$ cat config.mk
export PLATFORM = sky130hd
export DESIGN_NAME = ls_align_unit_flat
export DESIGN_NICKNAME = d
export VERILOG_FILES = /design/src/rtl/ls_align_unit_if.sv /design/src/rtl/ls_align_unit.sv /design/src/flat_wrapper.sv
export SDC_FILE = /design/constraint.sdc
export NUM_CORES = 1
export LEC_CHECK = 0
export ABC_AREA = 1
export CORE_ASPECT_RATIO = 1.2
export CORE_UTILIZATION = 37
export DETAILED_ROUTE_END_ITERATION = 6
export PLACE_DENSITY = 0.65
export SYNTH_ARGS = -nofsm -noshare
export SYNTH_HDL_FRONTEND = slang
export SYNTH_SLANG_ARGS = --single-unit
export TNS_END_PERCENT = 1
$ cat constraint.sdc
create_clock -name clk -period 5 [get_ports clk]
set_input_delay 0.5 -clock clk [delete_from_list [all_inputs] [get_ports clk]]
set_output_delay 0.5 -clock clk [all_outputs]
set_load 0.05 [all_outputs]
$ cat src/rtl/ls_align_unit_if.sv
// Request/response and data-memory bus of the load/store alignment unit.
// The unit connects as slave; the datapath/memory side drives via master.
interface ls_align_unit_if #(
  parameter int DATA_W = 32,
  parameter int ADDR_W = 32
);
  logic              req_valid;
  logic              req_ready;
  logic              req_store;
  logic [1:0]        req_size;
  logic              req_signed;
  logic [ADDR_W-1:0] req_addr;
  logic [DATA_W-1:0] req_wdata;
  logic [ADDR_W-1:0] mem_addr;
  logic              mem_rd;
  logic              mem_wr;
  logic [DATA_W-1:0] mem_wdata;
  logic [DATA_W-1:0] mem_rdata;
  logic              resp_valid;
  logic              resp_ready;
  logic [DATA_W-1:0] resp_data;
  logic              resp_err;

  modport slave (
    input  req_valid, req_store, req_size, req_signed, req_addr, req_wdata,
    input  mem_rdata, resp_ready,
    output req_ready, mem_addr, mem_rd, mem_wr, mem_wdata,
    output resp_valid, resp_data, resp_err
  );

  modport master (
    output req_valid, req_store, req_size, req_signed, req_addr, req_wdata,
    output mem_rdata, resp_ready,
    input  req_ready, mem_addr, mem_rd, mem_wr, mem_wdata,
    input  resp_valid, resp_data, resp_err
  );
endinterface

$ cat src/rtl/ls_align_unit.sv
// Load/store alignment unit: sub-word load extract/extend and read-modify-write
// sub-word stores against a word-wide data memory with fixed read latency.
module ls_align_unit #(
  parameter int DATA_W  = 32,
  parameter int ADDR_W  = 32,
  parameter int MEM_LAT = 1
) (
  input  logic           clk,
  input  logic           reset,
  ls_align_unit_if.slave bus
);
  localparam int OFS_W = $clog2(DATA_W / 8);
  localparam int CNT_W = (MEM_LAT > 1) ? $clog2(MEM_LAT) : 1;

  typedef enum logic [2:0] {IDLE, RD, WAIT, WR, RESP} state_t;

  state_t            state_q, state_d;
  logic [CNT_W-1:0]  cnt_q, cnt_d;
  logic              store_q, store_d;
  logic [1:0]        size_q, size_d;
  logic              signed_q, signed_d;
  logic [OFS_W-1:0]  ofs_q, ofs_d;
  logic [DATA_W-1:0] wdata_q, wdata_d;
  logic [ADDR_W-1:0] mem_addr_q, mem_addr_d;
  logic [DATA_W-1:0] mem_wdata_q, mem_wdata_d;
  logic [DATA_W-1:0] resp_data_q, resp_data_d;
  logic              resp_err_q, resp_err_d;

  logic [OFS_W-1:0]  req_ofs;
  logic              req_bad;
  logic [OFS_W+2:0]  shamt;
  logic [15:0]       rd_lane;
  logic [DATA_W-1:0] lane_mask;
  logic [DATA_W-1:0] merged;
  logic [DATA_W-1:0] load_val;

  assign req_ofs = bus.req_addr[OFS_W-1:0];
  assign req_bad = (bus.req_size == 2'b11) ||
                   (bus.req_size == 2'b10 && req_ofs[0]) ||
                   (bus.req_size == 2'b00 && req_ofs != '0);

  // Byte offset of the addressed lane, as a bit shift into the word.
  assign shamt   = {ofs_q, 3'b000};
  assign rd_lane = 16'(bus.mem_rdata >> shamt);

  assign lane_mask = ((size_q == 2'b01) ? {{(DATA_W-8){1'b0}}, 8'hFF}
                                        : {{(DATA_W-16){1'b0}}, 16'hFFFF}) << shamt;
  assign merged    = (bus.mem_rdata & ~lane_mask) | ((wdata_q << shamt) & lane_mask);

  always_comb begin
    unique case (size_q)
      2'b01:   load_val = {{(DATA_W-8){signed_q & rd_lane[7]}}, rd_lane[7:0]};
      2'b10:   load_val = {{(DATA_W-16){signed_q & rd_lane[15]}}, rd_lane};
      default: load_val = bus.mem_rdata;
    endcase
  end

  always_comb begin
    state_d     = state_q;
    cnt_d       = cnt_q;
    store_d     = store_q;
    size_d      = size_q;
    signed_d    = signed_q;
    ofs_d       = ofs_q;
    wdata_d     = wdata_q;
    mem_addr_d  = mem_addr_q;
    mem_wdata_d = mem_wdata_q;
    resp_data_d = resp_data_q;
    resp_err_d  = resp_err_q;
    unique case (state_q)
      IDLE: begin
        if (bus.req_valid) begin
          store_d    = bus.req_store;
          size_d     = bus.req_size;
          signed_d   = bus.req_signed;
          ofs_d      = req_ofs;
          wdata_d    = bus.req_wdata;
          resp_err_d = 1'b0;
          if (req_bad) begin
            resp_err_d  = 1'b1;
            resp_data_d = '0;
            state_d     = RESP;
          end else begin
            mem_addr_d = {bus.req_addr[ADDR_W-1:OFS_W], {OFS_W{1'b0}}};
            if (bus.req_store && bus.req_size == 2'b00) begin
              mem_wdata_d = bus.req_wdata;
              state_d     = WR;
            end else begin
              state_d = RD;
            end
          end
        end
      end
      RD: begin
        cnt_d   = CNT_W'(MEM_LAT - 1);
        state_d = WAIT;
      end
      WAIT: begin
        // Read data is valid in the WAIT cycle where the counter has reached zero.
        if (cnt_q != '0) begin
          cnt_d = cnt_q - 1'b1;
        end else if (store_q) begin
          mem_wdata_d = merged;
          state_d     = WR;
        end else begin
          resp_data_d = load_val;
          state_d     = RESP;
        end
      end
      WR: begin
        resp_data_d = mem_wdata_q;
        state_d     = RESP;
      end
      RESP: begin
        if (bus.resp_ready) state_d = IDLE;
      end
      default: state_d = IDLE;
    endcase
  end

  always_ff @(posedge clk) begin
    if (!reset) begin
      state_q     <= IDLE;
      cnt_q       <= '0;
      store_q     <= 1'b0;
      size_q      <= 2'b00;
      signed_q    <= 1'b0;
      ofs_q       <= '0;
      wdata_q     <= '0;
      mem_addr_q  <= '0;
      mem_wdata_q <= '0;
      resp_data_q <= '0;
      resp_err_q  <= 1'b0;
    end else begin
      state_q     <= state_d;
      cnt_q       <= cnt_d;
      store_q     <= store_d;
      size_q      <= size_d;
      signed_q    <= signed_d;
      ofs_q       <= ofs_d;
      wdata_q     <= wdata_d;
      mem_addr_q  <= mem_addr_d;
      mem_wdata_q <= mem_wdata_d;
      resp_data_q <= resp_data_d;
      resp_err_q  <= resp_err_d;
    end
  end

  assign bus.req_ready  = (state_q == IDLE);
  assign bus.mem_rd     = (state_q == RD);
  assign bus.mem_wr     = (state_q == WR);
  assign bus.resp_valid = (state_q == RESP);
  assign bus.mem_addr   = mem_addr_q;
  assign bus.mem_wdata  = mem_wdata_q;
  assign bus.resp_data  = resp_data_q;
  assign bus.resp_err   = resp_err_q;
endmodule

$ cat src/flat_wrapper.sv
// flat-port wrapper written by rule: the top's interface ports become plain ports
module ls_align_unit_flat 
#(
  parameter int DATA_W  = 32,
  parameter int ADDR_W  = 32,
  parameter int MEM_LAT = 1
)
  (clk, reset, bus_req_valid, bus_req_store, bus_req_size, bus_req_signed, bus_req_addr, bus_req_wdata, bus_mem_rdata, bus_resp_ready, bus_req_ready, bus_mem_addr, bus_mem_rd, bus_mem_wr, bus_mem_wdata, bus_resp_valid, bus_resp_data, bus_resp_err);
  ls_align_unit_if #(.DATA_W(DATA_W), .ADDR_W(ADDR_W)) bus_i ();
  input  logic clk;
  input  logic reset;
  input wire logic [$bits(bus_i.req_valid)-1:0] bus_req_valid;
  input wire logic [$bits(bus_i.req_store)-1:0] bus_req_store;
  input wire logic [$bits(bus_i.req_size)-1:0] bus_req_size;
  input wire logic [$bits(bus_i.req_signed)-1:0] bus_req_signed;
  input wire logic [$bits(bus_i.req_addr)-1:0] bus_req_addr;
  input wire logic [$bits(bus_i.req_wdata)-1:0] bus_req_wdata;
  input wire logic [$bits(bus_i.mem_rdata)-1:0] bus_mem_rdata;
  input wire logic [$bits(bus_i.resp_ready)-1:0] bus_resp_ready;
  output wire logic [$bits(bus_i.req_ready)-1:0] bus_req_ready;
  output wire logic [$bits(bus_i.mem_addr)-1:0] bus_mem_addr;
  output wire logic [$bits(bus_i.mem_rd)-1:0] bus_mem_rd;
  output wire logic [$bits(bus_i.mem_wr)-1:0] bus_mem_wr;
  output wire logic [$bits(bus_i.mem_wdata)-1:0] bus_mem_wdata;
  output wire logic [$bits(bus_i.resp_valid)-1:0] bus_resp_valid;
  output wire logic [$bits(bus_i.resp_data)-1:0] bus_resp_data;
  output wire logic [$bits(bus_i.resp_err)-1:0] bus_resp_err;
  assign bus_i.req_valid = bus_req_valid;
  assign bus_i.req_store = bus_req_store;
  assign bus_i.req_size = bus_req_size;
  assign bus_i.req_signed = bus_req_signed;
  assign bus_i.req_addr = bus_req_addr;
  assign bus_i.req_wdata = bus_req_wdata;
  assign bus_i.mem_rdata = bus_mem_rdata;
  assign bus_i.resp_ready = bus_resp_ready;
  assign bus_req_ready = bus_i.req_ready;
  assign bus_mem_addr = bus_i.mem_addr;
  assign bus_mem_rd = bus_i.mem_rd;
  assign bus_mem_wr = bus_i.mem_wr;
  assign bus_mem_wdata = bus_i.mem_wdata;
  assign bus_resp_valid = bus_i.resp_valid;
  assign bus_resp_data = bus_i.resp_data;
  assign bus_resp_err = bus_i.resp_err;
  ls_align_unit #(.DATA_W(DATA_W), .ADDR_W(ADDR_W), .MEM_LAT(MEM_LAT)) u_core (.clk(clk), .reset(reset), .bus(bus_i));
endmodule
==> results by group, run 1 <==
STA
  • Final Hold Violating Endpoints: 0
  • Worst clock skew: about 0.0074 ns
  • Max-slew headroom: around 28%
  • Slew Viols, Final: 0
  • Setup violators final: 0
  • Final worst slack: between 1.5 and 2 ns
  • Setup TNS Final: 0 ns
  • Fmax: 0.3198 GHz
  • Worst Max-Slew Pin Slew: about 1.1 ns
  • Fin crit share: a little over three fifths
  • Hold Slack: roughly 0.46 ns
  • RSZ-0062 raised after global routing: false
  • Final min period: between 3 and 4 ns

Route
  • WL/cell: about 15 um
  • Antenna viol nets, final: 0
  • Drt total wl: roughly 23000 um
  • Met3 wire length: 1682 um
  • Vias per inst: between 4 and 5
  • Total number of vias: 7427
  • M1 WL: roughly 10000 um
  • Met2 Wirelength: between 10000 and 15000 um
  • DRT iter0 DRCs: 606
  • Highest metal used: met4
  • DRC: 0
  • DR pass1 iterations: 5

Layout
  • Ant diodes: 0
  • Filler cell count: about 1800
  • Area grow syn2layout: 36.98%
  • Post-route insts no fill: around 1500
  • Share of post-route cells with drive strength above 1: about 8%
  • Multi-input logic area: about 0.0037 mm2
  • Final net count: 1381
  • Commonest non-fill, non-tap cell in the layout: nand2_1
  • Post-layout util: around 52%
  • Sequential cell area: 0.002402 mm2
  • Most frequent cells in the layout: 343 x nand2_1, 201 x clkdlybuf4s50_1, 166 x nor2_1, 120 x dfxtp_1, 105 x inv_1

Placed design
  • RD Place Congestion: just over 0.9
  • DP HPWL: around 17000 um
  • Placed Cells: 1480
  • PortBufs: around 200
  • Post-place setup slack: between 1.5 and 2 ns

Worst setup path
  • Required time of the critical path: roughly 4.5 ns
  • RR Startpoint: u_core.state_q[1]
  • Critical Path AT: ~2.6 ns
  • Critical path endpoint category: primary output
  • Crit Path Class: flop to primary output
  • CP Buf/Inv Count: 2
  • Critical path origin: u_core.state_q[1]
  • FF-to-FF End: u_core.bus.resp_data[26]
  • Top delay family on crit path: buffers and inverters
  • Stages on the worst setup path: 3
  • CP Cell Sequence: nand3_2 -> clkinv_1 -> clkdlybuf4s50_1
  • CP endpoint: bus_mem_wr
  • Reg2reg path depth: 9
  • CP startpoint kind: flop
  • CP peak stage delay: between 0.8 and 0.9 ns
  • Reg2reg setup slack: just over 2 ns
  • Slowest-stage cell, CP: clkdlybuf4s50_1
  • CP max FO: 27

CTS
  • Num CTS Buffers: 17
  • CTS tree: built
  • Clk_lat worst skew: 0.42 ns
  • H-tree depth reported by CTS: 4
  • Post-CTS sizing: 0
  • Clk buf depth: 2
  • Clock Sinks: between 100 and 150
  • CTS Hold Buffers Added: 0
  • Number of setup buffers added after CTS: 0
  • Reg clk slew, reported paths: 0.05 ns
  • Clock Tree Root: clkbuf_16

GRT
  • Initial antenna violation count: 1
  • GRT Total Usage: between 20% and 30%
  • Pin count of the biggest net entering global routing: 85
  • Vias in the first global route: around 6500
  • GRT overflow: 0
  • First-pass GRT wire length: 35090 um

Run
  • Max Cap Violations: 0

Die
  • Die Span Y: around 150 um
  • Initial core utilization: 37.85%
  • # IOs: around 210
  • Standard-cell rows: 54
  • Total die area: approximately 0.019 mm2
  • Core Box Area: roughly 0.018 mm2
  • Horiz. Die Dim: ~130 um

Hold path
  • Hold Path Class: flop to flop

Power and ir drop
  • VDD IR-drop max: about 0.00024 V
  • Power Density: slightly above 400 mW/mm2
  • Leakage power: ~3.9 nW

Outcome
  • Status: finished, final reports clean

Synth
  • Synth Instances: about 1100
  • Cell Area, Synth: 0.006879 mm2
  • Avg Inst Size Synth: 6.148 um2
  • Sequential fraction of the synthesis area: 34.92%
  • Cell taking the most area after synthesis: dfxtp_1
  • Cell variety after synth: 32
  • Yosys warns: 0
  • Largest cells by area after synthesis: dfxtp_1 35%, nand2_1 19%, nor2_1 9.1%, a21oi_1 6.3%, inv_1 5.7%
  • Yosys top cell area share: 34.92%
  • Synth Register Bits: between 100 and 150
==> per-layer routing <==
metal	vias to the layer above	GRT usage [%]
li1	3806	-
met1	3258	29.93
met2	308	39.12
met3	55	5.934
met4	0	11.14
met5	-	0
==> through the flow <==
step	cell area, um2	power [mW]
finish	9423	3.841
global route	9423	4.043
CTS	9423	3.862
global placement	8857	2.675
floorplan	6883	2.228
detailed placement	8857	2.686
==> area by class of cell <==
class / instances / share of cell area (%)
Multi-Input combinational cell: 812 / 38.96
Sequential cell: 120 / 25.49
Timing Repair Buffer: 209 / 21.96
Clock buffer: 20 / 4.953
Inverter: 115 / 4.608
Tap cell: 224 / 2.974
Clock inverter: 11 / 1.049
==> state kept, by name, indices dropped and copies added (netlist names), 2 cells and up <==
signal / flops
u_core.size_q: 2
u_core.bus.resp_data: 32
u_core.bus.mem_addr: 30
u_core.wdata_q: 16
u_core.state_q: 3
u_core.bus.mem_wdata: 32
u_core.ofs_q: 2
==> kinds of logic (layout without fill, tap and decap cells) <==
logic type | after synthesis | after routing | synth area share, %
and+or+nand+nor | 616 | 616 | 37.05
AOI/OAI and AO/OA | 192 | 192 | 15.84
buffers and inverters | 188 | 355 | 11.77
DFF | 120 | 120 | 34.92
adders and majority gates | 2 | 2 | 0.3637
other | 1 | 2 | 0.05451
==> worst min-delay path by stage <==
stage	slack, ns	cells after the start	end	start
floorplan	0.44	2	u_core.wdata_q[8]	u_core.wdata_q[8]
detailed placement	0.45	2	u_core.bus.resp_err	u_core.bus.resp_err
CTS	0.46	2	u_core.bus.resp_err	u_core.bus.resp_err
global route	0.48	2	u_core.bus.mem_addr[18]	u_core.bus.mem_addr[18]
global placement	0.44	2	u_core.bus.resp_err	u_core.bus.resp_err
finish	0.46	2	u_core.bus.resp_err	u_core.bus.resp_err
==> tightest hold or removal path, stage by stage (launching register included) <==
cell and delay [ns]:
dfxtp_1 0.31, inv_1 0.05, a211oi_1 0.05
==> power by group <==
| part | switching [mW] | internal, mW |
|---|---|---|
| Clock | 0.451 | 0.718 |
| Combinational | 1.02 | 0.483 |
| Sequential | 0.0846 | 1.09 |
| Total | 1.55 | 2.29 |
==> synth_stat cells <==
library cell and instances:
nor2_2 20, a21oi_1 86, nand2_1 343, ha_1 2, nor2_8 2, buf_6 7, o211ai_1 15, inv_4 1
dfxtp_1 120, o21ai_1 17, conb_1 1, nand3_2 3, buf_4 4, a31oi_1 1, or2_2 1, o21ai_2 1
buf_1 4, clkbuf_1 31, o22ai_1 7, inv_2 7, nand3_1 70, nand2_2 5, inv_1 105, buf_2 27
clkinv_1 2, o21ai_0 44, a211oi_1 1, nor2_4 3, nor3_1 2, nand2_4 1, nor2_1 166, a21oi_2 20
No activity file was read; power rests on OpenSTA's default activity.
==> run 2: changes to the inputs <==
--- a/config.mk
+++ b/config.mk
@@ -9,7 +9,7 @@
 export CORE_ASPECT_RATIO = 1.2
 export CORE_UTILIZATION = 37
 export DETAILED_ROUTE_END_ITERATION = 6
-export PLACE_DENSITY = 0.65
+export PLACE_DENSITY = 0.68
 export SYNTH_ARGS = -nofsm -noshare
 export SYNTH_HDL_FRONTEND = slang
 export SYNTH_SLANG_ARGS = --single-unit
==> constraint.sdc (replaced) <==
create_clock -name clk -period 2.6 [get_ports clk]
set_input_delay 0.26 -clock clk [delete_from_list [all_inputs] [get_ports clk]]
set_output_delay 0.26 -clock clk [all_outputs]
set_load 0.05 [all_outputs]
==> run 2 against run 1 <==
- largest power group unchanged
- largest cell class unchanged
- design area is 0.57% higher
- highest routed layer unchanged
- clock power grew 92%
- power grew 93%
- critical path depth up 1
- critical path type unchanged
==> results by group, run 2 (synthesis gave the netlist of run 1 again) <==
GRT
  • GRT Total Usage: between 20% and 30%
  • GRT overflow: 0
  • Initial antenna violation count: 0
  • First-pass GRT wire length: around 36000 um
  • Pin count of the biggest net entering global routing: just under 60
  • Vias in the first global route: between 6000 and 7000

Power and ir drop
  • Leakage power: 3.973 nW
  • VDD IR-drop max: between 0.0004 and 0.0005 V
  • Power Density: about 800 mW/mm2

Die
  • Standard-cell rows: 54
  • Core Box Area: roughly 0.018 mm2
  • Horiz. Die Dim: around 130 um
  • # IOs: just over 200
  • Initial core utilization: a little under two fifths
  • Total die area: 0.01914 mm2
  • Die Span Y: 151.4 um

STA
  • Worst clock skew: 0.01258 ns
  • RSZ-0062 raised after global routing: false
  • Setup violators final: 0
  • Worst Max-Slew Pin Slew: around 0.7 ns
  • Max-slew headroom: roughly 53%
  • Final min period: between 2 and 2.5 ns
  • Fmax: approximately 0.44 GHz
  • Hold Slack: about 0.34 ns
  • Final Hold Violating Endpoints: 0
  • Slew Viols, Final: 0
  • Setup TNS Final: 0 ns
  • Fin crit share: 87.64%

Worst setup path
  • Critical path endpoint category: primary output
  • Required time of the critical path: approximately 2.3 ns
  • Crit Path Class: flop to primary output
  • Critical Path AT: ~2 ns
  • CP max FO: 6
  • CP startpoint kind: flop

Route
  • DRT iter0 DRCs: approximately 570
  • DR pass1 iterations: 5
  • Vias per inst: just under 5
  • Drt total wl: ~23000 um
  • Total number of vias: around 7500
  • DRC: 0
  • Antenna viol nets, final: 0
  • WL/cell: about 15 um

Placed design
  • PortBufs: ~200
  • DP HPWL: 17260 um
  • RD Place Congestion: slightly above 0.9

Layout
  • Area grow syn2layout: 37.76%
  • Most frequent cells in the layout: 343 x nand2_1, 200 x clkdlybuf4s50_1, 166 x nor2_1, 120 x dfxtp_1, 105 x inv_1
  • Share of post-route cells with drive strength above 1: roughly 8.6%
  • Ant diodes: 0
  • Filler cell count: ~1800
  • Final net count: around 1400
  • Commonest non-fill, non-tap cell in the layout: nand2_1

CTS
  • Clock Tree Root: clkbuf_16
  • Number of setup buffers added after CTS: 0
  • Num CTS Buffers: 17
  • Clock Sinks: 120
  • Reg clk slew, reported paths: ~0.06 ns
  • Clk_lat worst skew: ~0.43 ns
  • H-tree depth reported by CTS: 4
  • Post-CTS sizing: 0
  • Clk buf depth: 2
  • CTS tree: built
  • CTS Hold Buffers Added: 0

Hold path
  • Hold Path Class: input pin to flop

Outcome
  • Status: finished, final reports clean

Run
  • Max Cap Violations: 0
## run 2: cell types whose count changed in the layout (fill, tap and decap cells not counted), sizes merged
cell,change
buf,+7
clkbuf,-2
clkdlybuf4s50,-1
clkinv,-1
clkinvlp,+3
inv,+1
## run 2: final cells by class
class,count,area (um2),share of cell area [%]
multi-input cells,812,3671,38.74
well taps,224,280.3,2.957
clock buffers,18,439.2,4.634
flip-flops and latches,120,2402,25.35
clock inverters,14,125.1,1.320
inverters,115,434.2,4.581
repair buffers,215,2125,22.42
## run 2: critical path, stage by stage (launching register included)
cell	delay [ns]
dfxtp_1	0.36
inv_2	0.10
nand2_1	0.08
nor2_2	0.21
clkdlybuf4s50_1	0.85
## run 2: routing by layer
| metal | share of wire (%) | track usage [%] |
|---|---|---|
| met5 | 0 | 0 |
| met4 | 2.8 | 10.42 |
| met3 | 7.1 | 5.122 |
| met1 | 42 | 30.35 |
| met2 | 48 | 40.44 |
## run 2: where the power goes
| part | leakage (nW) | switching [mW] | internal, mW |
|---|---|---|---|
| sequential | 0.984 | 0.169 | 2.09 |
| clock | 0.261 | 0.912 | 1.34 |
| combinational | 2.73 | 1.96 | 0.937 |
## run 2: through the flow
step	setup slack [ns]	util [%]	cell area (um2)	total power [mW]	instances
detailed placement	0.3751	49.04	8912	5.181	1486
floorplan	0.6920	-	6883	4.285	1120
finish	0.3212	52.14	9477	7.413	1518
global placement	0.4465	49.04	8912	5.168	1486
global route	0.1928	52.14	9477	7.793	1518
CTS	0.3090	52.14	9477	7.450	1518
## run 2: worst paths after layout
| path | endpoint | depth (start not counted) | slack (ns) | from |
|---|---|---|---|---|
| worst max-delay path | bus_req_ready | 4 | 0.32 | u_core.state_q[2] |
| worst min-delay path | u_core.store_q | 3 | 0.34 | reset |
| worst max register to register | u_core.bus.mem_wdata[10] | 8 | 0.49 | u_core.ofs_q[0] |
| worst min register to register | u_core.bus.mem_addr[4] | 2 | 0.46 | u_core.bus.mem_addr[4] |
